$ cat src/rtl/stream_pkg.sv
// Shared definitions for SEND/ACK/COUNT/DATA token-stream blocks.
package stream_pkg;

    // Token count field carried beside every stream port.
    localparam int                        TOKEN_COUNT_W   = 16;
    localparam logic [TOKEN_COUNT_W-1:0]  TOKEN_COUNT_ONE = 16'h0001;

    // Bits needed to hold an occupancy of 0..depth inclusive.
    function automatic int lvl_width(input int depth);
        return $clog2(depth + 1);
    endfunction

endpackage

$ cat src/rtl/stream_fifo_core.sv
// DEPTH-entry FIFO: storage, wrapping pointers, occupancy and full/empty flags.
module stream_fifo_core
    import stream_pkg::*;
#(
    parameter int DATA_W = 16,
    parameter int DEPTH  = 4,
    parameter int LVL_W  = lvl_width(DEPTH)
) (
    input  logic              clk_i,
    input  logic              rst_i,
    input  logic              push_i,
    input  logic [DATA_W-1:0] wr_data_i,
    input  logic              pop_i,
    output logic [DATA_W-1:0] rd_data_o,
    output logic              full_o,
    output logic              empty_o,
    output logic [LVL_W-1:0]  level_o
);

    localparam int PTR_W = $clog2(DEPTH);

    logic [DATA_W-1:0] mem_q [DEPTH];
    logic [PTR_W-1:0]  wr_ptr_q, wr_ptr_d;
    logic [PTR_W-1:0]  rd_ptr_q, rd_ptr_d;
    logic [LVL_W-1:0]  level_q,  level_d;
    logic              do_push,  do_pop;

    assign full_o    = (level_q == LVL_W'(DEPTH));
    assign empty_o   = (level_q == '0);
    assign do_push   = push_i & ~full_o;
    assign do_pop    = pop_i  & ~empty_o;
    assign rd_data_o = mem_q[rd_ptr_q];
    assign level_o   = level_q;

    // Next pointers and occupancy; pointers wrap naturally since DEPTH is 2^PTR_W.
    always_comb begin
        // NOTE: every combinational output gets a default first so no path leaves it unassigned (no latch).
        wr_ptr_d = wr_ptr_q;
        rd_ptr_d = rd_ptr_q;
        level_d  = level_q;
        if (do_push) wr_ptr_d = wr_ptr_q + PTR_W'(1);
        if (do_pop)  rd_ptr_d = rd_ptr_q + PTR_W'(1);
        if (do_push && !do_pop)      level_d = level_q + LVL_W'(1);
        else if (do_pop && !do_push) level_d = level_q - LVL_W'(1);
    end

    // Pointer and occupancy registers with synchronous reset.
    always_ff @(posedge clk_i) begin
        // NOTE: sequential state uses non-blocking assignments so all registers update from pre-edge values.
        if (rst_i) begin
            wr_ptr_q <= '0;
            rd_ptr_q <= '0;
            level_q  <= '0;
        end else begin
            wr_ptr_q <= wr_ptr_d;
            rd_ptr_q <= rd_ptr_d;
            level_q  <= level_d;
        end
    end

    // Storage write port.
    always_ff @(posedge clk_i) begin
        // NOTE: storage is deliberately not reset; entries are only read once level marks them valid.
        if (do_push) mem_q[wr_ptr_q] <= wr_data_i;
    end

endmodule

$ cat src/rtl/stream_decim_fifo.sv
// Keeps 1 of every DECIM incoming tokens and buffers the kept ones in a FIFO.
module stream_decim_fifo
    import stream_pkg::*;
#(
    parameter int DATA_W = 16,
    parameter int DEPTH  = 4,
    parameter int DECIM  = 1,
    parameter int LVL_W  = lvl_width(DEPTH)
) (
    input  logic                     clk_i,
    input  logic                     rst_i,
    input  logic                     In1_SEND,
    input  logic [DATA_W-1:0]        In1_DATA,
    input  logic [TOKEN_COUNT_W-1:0] In1_COUNT,
    output logic                     In1_ACK,
    input  logic                     Out1_RDY,
    input  logic                     Out1_ACK,
    output logic                     Out1_SEND,
    output logic [DATA_W-1:0]        Out1_DATA,
    output logic [TOKEN_COUNT_W-1:0] Out1_COUNT,
    output logic [LVL_W-1:0]         level
);

    // Parameter legality checked at elaboration.
    if (DEPTH < 2 || (DEPTH & (DEPTH - 1)) != 0) begin : g_bad_depth
        $error("stream_decim_fifo: DEPTH must be a power of 2 and at least 2");
    end
    if (DECIM < 1) begin : g_bad_decim
        $error("stream_decim_fifo: DECIM must be at least 1");
    end

    localparam int PH_W = (DECIM > 1) ? $clog2(DECIM) : 1;

    logic [PH_W-1:0] phase_q, phase_d;
    logic            keep;
    logic            full;
    logic            empty;
    logic            push;

    // Interface-compatibility inputs with no function here.
    logic unused_inputs;
    assign unused_inputs = ^{In1_COUNT, Out1_ACK};

    assign keep       = (phase_q == '0);
    // Dropped tokens are always taken; a kept token waits while full, even if a pop is under way.
    assign In1_ACK    = In1_SEND & ~rst_i & (~keep | ~full);
    assign push       = In1_ACK & keep;
    assign Out1_SEND  = Out1_RDY & ~empty & ~rst_i;
    assign Out1_COUNT = TOKEN_COUNT_ONE;

    // Decimation phase advances on every accepted token, wrapping at DECIM-1.
    always_comb begin
        phase_d = phase_q;
        if (In1_ACK) phase_d = (phase_q == PH_W'(DECIM - 1)) ? '0 : phase_q + PH_W'(1);
    end

    // Phase register; reset makes the next token a kept one.
    always_ff @(posedge clk_i) begin
        if (rst_i) phase_q <= '0;
        else       phase_q <= phase_d;
    end

    stream_fifo_core #(
        .DATA_W (DATA_W),
        .DEPTH  (DEPTH),
        .LVL_W  (LVL_W)
    ) u_core (
        .clk_i     (clk_i),
        .rst_i     (rst_i),
        .push_i    (push),
        .wr_data_i (In1_DATA),
        .pop_i     (Out1_SEND),
        .rd_data_o (Out1_DATA),
        .full_o    (full),
        .empty_o   (empty),
        .level_o   (level)
    );

endmodule
$ cat config.mk
export PLATFORM = sky130hd
export DESIGN_NAME = stream_decim_fifo
export DESIGN_NICKNAME = d
export VERILOG_FILES = /design/src/rtl/stream_pkg.sv /design/src/rtl/stream_fifo_core.sv /design/src/rtl/stream_decim_fifo.sv
export SDC_FILE = /design/constraint.sdc
export NUM_CORES = 1
export LEC_CHECK = 0
export ABC_AREA = 1
export ABC_CLOCK_PERIOD_IN_PS = 3400
export CORE_MARGIN = 3
export CORE_UTILIZATION = 52
export DETAILED_ROUTE_END_ITERATION = 10
export GPL_TIMING_DRIVEN = 0
export PLACE_DENSITY = 0.84
export SKIP_CTS_REPAIR_TIMING = 1
export SYNTH_ARGS = -nofsm -noshare
export SYNTH_HDL_FRONTEND = slang
export SYNTH_SLANG_ARGS = --single-unit
$ cat constraint.sdc
create_clock -name clk_i -period 3.4 [get_ports clk_i]
set_input_delay 0.85 -clock clk_i [delete_from_list [all_inputs] [get_ports clk_i]]
set_output_delay 0.85 -clock clk_i [all_outputs]
set_load 0.02 [all_outputs]
Word level (Yosys, flattened, before mapping)
Memories as Yosys holds them, arrays and structs flattened. A register that Yosys moved wholly into a read port is not among the register bits. Cells that the tools add are included.

Add/subtract/negate cells: 5. Equality and inequality tests: 1. Mux-type cells: 7. Bitwise operators: 12. Reductions and logical operators: 6.

Operators by type and width (count): $and 1x1->1 (7); $mux 3 (2); $add 2x1->2 const B (2); $mux 2 (2); $not 1->1 (4); $add 3x1->3 const B (1); $eq 3x3->1 const B (1); $logic_not 3->1 (1); $mux 1 (3); $sub 3x1->3 const B (1); $logic_and 1x1->1 (2); $logic_not 1->1 (2); $reduce_bool 2->1 (1); $add 1x1->1 const B (1); $or 1x1->1 (1).

Register bits: 8. Memory bits (writable): 64. Input port bits: 37. Output and inout port bits: 37. Word-level logic and storage cells: 36. Memories: 1.

Memory list: u_core.mem_q (words 4, bits a word 16, read ports 1, clocked after Yosys merged registers in 1, write ports 1, RTL line stream_fifo_core.sv:22) `logic [DATA_W-1:0] mem_q [DEPTH];`.

Depth between registers and ports, before layout
Depth after elaboration: 10. Gate-level depth with buffers: 13. Depth with buffers taken out: 13.

By module
A second synthesis with hierarchy kept.

Cell total of the unflattened synthesis: 247. Area, all modules: 2999.1 µm².

By module, submodules not included: stream_fifo_core (instances 1, cells an instance 224, area each 2847.7 µm², sequential area each 2102.0 µm²); stream_decim_fifo (instances 1, cells an instance 23, area each 151.4 µm², sequential area each 0.0 µm²).

Worst setup path after synthesis
No wires, ideal clock.

Kind: in2reg. Start: input rst_i. End: register u_core.level_q[2] (netlist: u_core.level_o[2]). Arrival: 2.162 ns. Required time: 3.287 ns. Setup slack: 1.125 ns. Stages: 12. Path buffers: 0. Path through: inv_1 > nand3_1 > inv_1 > ha_1 > inv_1 > fa_1 > inv_1 > nand2_1 > nand3_1 > nand2_1 > nand2_1 > nor2_1.

Cells in the longest elaborated chain, start to end: 8. Elaborated cells on any way between the ends: 13. Classes of those cells: mux: 1; bitwise: 7; reduce/logical: 5.

Ends and longest elaborated chain: start: declaration (RTL line stream_decim_fifo.sv:11) `input logic rst_i,`; $not 1->1 * (RTL line stream_decim_fifo.sv:46) `assign In1_ACK = In1_SEND & ~rst_i & (~keep | ~full);`; $and 1x1->1 * (2 in series) (RTL line stream_decim_fifo.sv:46); named net In1_ACK (RTL line stream_decim_fifo.sv:15) `output logic In1_ACK,`; $and 1x1->1 * (RTL line stream_decim_fifo.sv:47) `assign push = In1_ACK & keep;`; $and 1x1->1 * (RTL line stream_fifo_core.sv:30) `assign do_push = push_i & ~full_o;`; $logic_not 1->1 (RTL line stream_fifo_core.sv:44) `else if (do_pop && !do_push) level_d = level_q - LVL_W'(1);`; $logic_and 1x1->1 (RTL line stream_fifo_core.sv:44); $reduce_bool 2->1 (no line); end signal: assignment (RTL line stream_fifo_core.sv:57) `level_q <= level_d;`; end: declaration (RTL line stream_fifo_core.sv:25) `logic [LVL_W-1:0] level_q, level_d;`.

The timed path passes the listed nets; every way through them passes the cells marked *. A chain may end at the register's enable or synchronous reset.

Final worst setup path
Start: input rst_i. End: output In1_ACK.

Cells in the longest elaborated chain, start to end: 3.

Ends and longest elaborated chain (RTL line): $not 1->1 (stream_decim_fifo.sv:46); $and 1x1->1 (2 in series) (stream_decim_fifo.sv:46); end: declaration (stream_decim_fifo.sv:15).

Every way passes these cells.

==> impl_metrics.toml <==
[power]
pwr-share-seq_pct = 46.9
p_leak_uw = 0.001410
ir_drop_mv = 0.4289
switchingPower_uw = 620.6
power_frac_clock_pct = 32.8
p_per_area_nw_per_um2 = 599.7
power_frac_comb_pct = 20.3
power.share.switching_pct = 27.60
p_int_uw = 1628

[sta]
tightest_slew_ns = 0.9497
timing.hold.ws_ns = 0.4939
clock-skew-final_ns = 0.01116
fmax_ghz = 0.2965
maxSlewHeadroom_pct = 36.62
finalHoldViolations = 0
fin_crit_ns = 3.372
slew_violations = 0
setup_violations = 0
period_share_pct = 99.19

[synthesis]
synth-xor-area-share_pct = 0.2945
synth_common_cells = "edfxtp_1, nor2_1, o21ai_1, buf_4, nand2_1"
synthMuxAreaShare_pct = 0
synth_cells = 244
ys.flop_type = "edfxtp_1"
synth-compound-area-share_pct = 9.255
post-synth-top-count-cell = "edfxtp_1"
synth_area_um2 = 2974
synth_top_cell_area_share_pct = 64.62
synth_top_family_by_area = "compound AO/OA/AOI/OAI gates"
yosys.area.top_type = "edfxtp_1"
yosys.area_share.simple_pct = 8.919
synthArstFlopShare_pct = 0
synth_area_leaders = "edfxtp_1, dfxtp_1, nor2_1"
synth-edff-count = 64
synth_warnings = 0
synth_cell_types = 17
synth_fa_ha_area_share_pct = 2.777
yosysSeqAreaShare_pct = 70.68
avgSynthCellArea_um2 = 12.19
synth.ff_latch_count = 73

[placement]
port_buffers = 40
placed_area_um2 = 3520
gp_congestion = 0.7877
hpwl_mm = 3.824

[clocking]
cts_sinks = 73
cts_tree = "yes"
cts.path.max_buffers = 2
cts-htree-levels = 3
numCtsBuffers = 9
clkLatencyLatePin_ns = 0.34
path_clk_slew_ns = 0.07
root_buffer = "clkbuf_8"

[global_routing]
gr-usage-all-layers_pct = 19.68
grt_pass1_wl_mm = 9.515
grt_max_degree = 17
antenna_found_initial = 0
grt.overflow.total = 0
grt_pass1_vias = 1954

[floorplan]
die-width_um = 81.63
die_h_um = 81.63
die-area_um2 = 6663
coreArea_um2 = 5303
fp-row-count = 26
ioPinCount = 74
start_util_pct = 56.09

[cells_and_area]
finish.net_count = 352
drive_above_1_share_pct = 14.65
fin_area_um2 = 3750
area_growth_pct = 26.08
antenna_cells = 0
finish.utilization_pct = 70.72

[worst_setup_path]
critPathKind = "input port to output port"
crit_slowest_cell = "clkdlybuf4s50_1"
critPathMaxFanout = 6
critPathBufInv = 4
worstPathRequired_ns = 2.55
worst_setup_path_end_kind = "output port"
reg2reg_slack_ns = 1.30
worstSetupStartpointType = "input port"
path_cells = "clkdlybuf4s50_1 -> inv_1 -> nand3_2 -> inv_1 -> clkdlybuf4s50_1"
crit_arrival_ns = 2.52
cp_top_family = "buffers and inverters"
slowest_delay_ns = 0.61

[routing]
postRouteAntennaNets = 0
drc = 0
vias_per_cell = 5.214
wl_mm = 6.170
first_iter_violations = 217
routedWlPerCell_um = 16.07
first_pass_iters = 5
vias = 2002

[status]
status = "finished, final reports clean"

[flow_run]
maxCapViolCount = 0

[hold_path]
hold_path_class = "flip-flop to flip-flop"
final timing paths:
path | start | cells past startpoint | endpoint
max | rst_i | 5 | In1_ACK
min | u_core.rd_ptr_q[1] | 2 | flip-flop
max reg2reg | u_core.level_o[0] | 13 | u_core.level_o[2]
min reg2reg | u_core.rd_ptr_q[1] | 2 | flip-flop
metal layers:
| metal | wire, µm | part of all wire [%] | track usage, % |
|---|---|---|---|
| met5 | 0 | 0 | 0 |
| met4 | 150 | 2.4 | 9.967 |
| met3 | 405 | 6.6 | 3.289 |
| met2 | 3083 | 50 | 32.25 |
| met1 | 2530 | 41 | 25.41 |
worst min-delay path, cell delays in order, from the launching register on:
cell	delay [ns]
dfxtp_1	0.32
nand2_1	0.06
a21oi_1	0.06
metrics by stage:
stage	setup slack, ns	cells	power (µW)	setup TNS [ns]
floorplan	1.125	258	1331	0
global placement	0.07650	368	1506	0
detailed placement	0.04078	368	1520	0
CTS	0.04398	384	2251	0
global route	-0.02386	384	2338	-0.02386
finish	0.02764	384	2249	0
cell usage in the layout (no fill, tap or decap), types with 6 or more instances in the layout:
master | netlist | layout
nor2_1 | 47 | 43
o21ai_1 | 28 | 28
conb_1 | 2 | 16
inv_1 | 16 | 16
nand2_1 | 17 | 17
clkbuf_8 | 0 | 9
dfxtp_1 | 9 | 9
edfxtp_1 | 64 | 64
o22ai_1 | 16 | 16
buf_4 | 18 | 18
buf_2 | 6 | 6
clkdlybuf4s50_1 | 0 | 40
final cells by class:
cell class                 count  area [µm²]
buffer                        24       165.2
clock buffer                  10       127.6
clock inverter                 6       92.59
fill                         386        1553
inverter                      18       67.56
multi-input combinational    143       706.9
sequential                    73        2102
tap                           70       87.58
timing repair buffer          40       400.4
kinds of logic after synthesis:
| family | after synthesis |
|---|---|
| other cells | 2 |
| fa+ha+maj | 6 |
| xor+xnor | 1 |
| simple gates | 69 |
| buf+inv | 42 |
| compound gates | 51 |
| flops | 73 |
state kept, by name (all words and copies together), names as in the netlist, named ones only:
| signal | cells |
|---|---|
| u_core.mem_q | 64 |
| u_core.level_o | 3 |
| u_core.rd_ptr_q | 2 |
| u_core.wr_ptr_q | 2 |
power groups by stage:
stage | logic [µW] | registers [µW] | clock network (µW)
after CTS | 454 | 1050 | 743
after floorplan | 251 | 1080 | 0
final | 456 | 1050 | 738
after detailed placement | 446 | 1070 | 0
after global placement | 434 | 1070 | 0
after global routing | 500 | 1060 | 778
(Power assumes the default switching activity.)
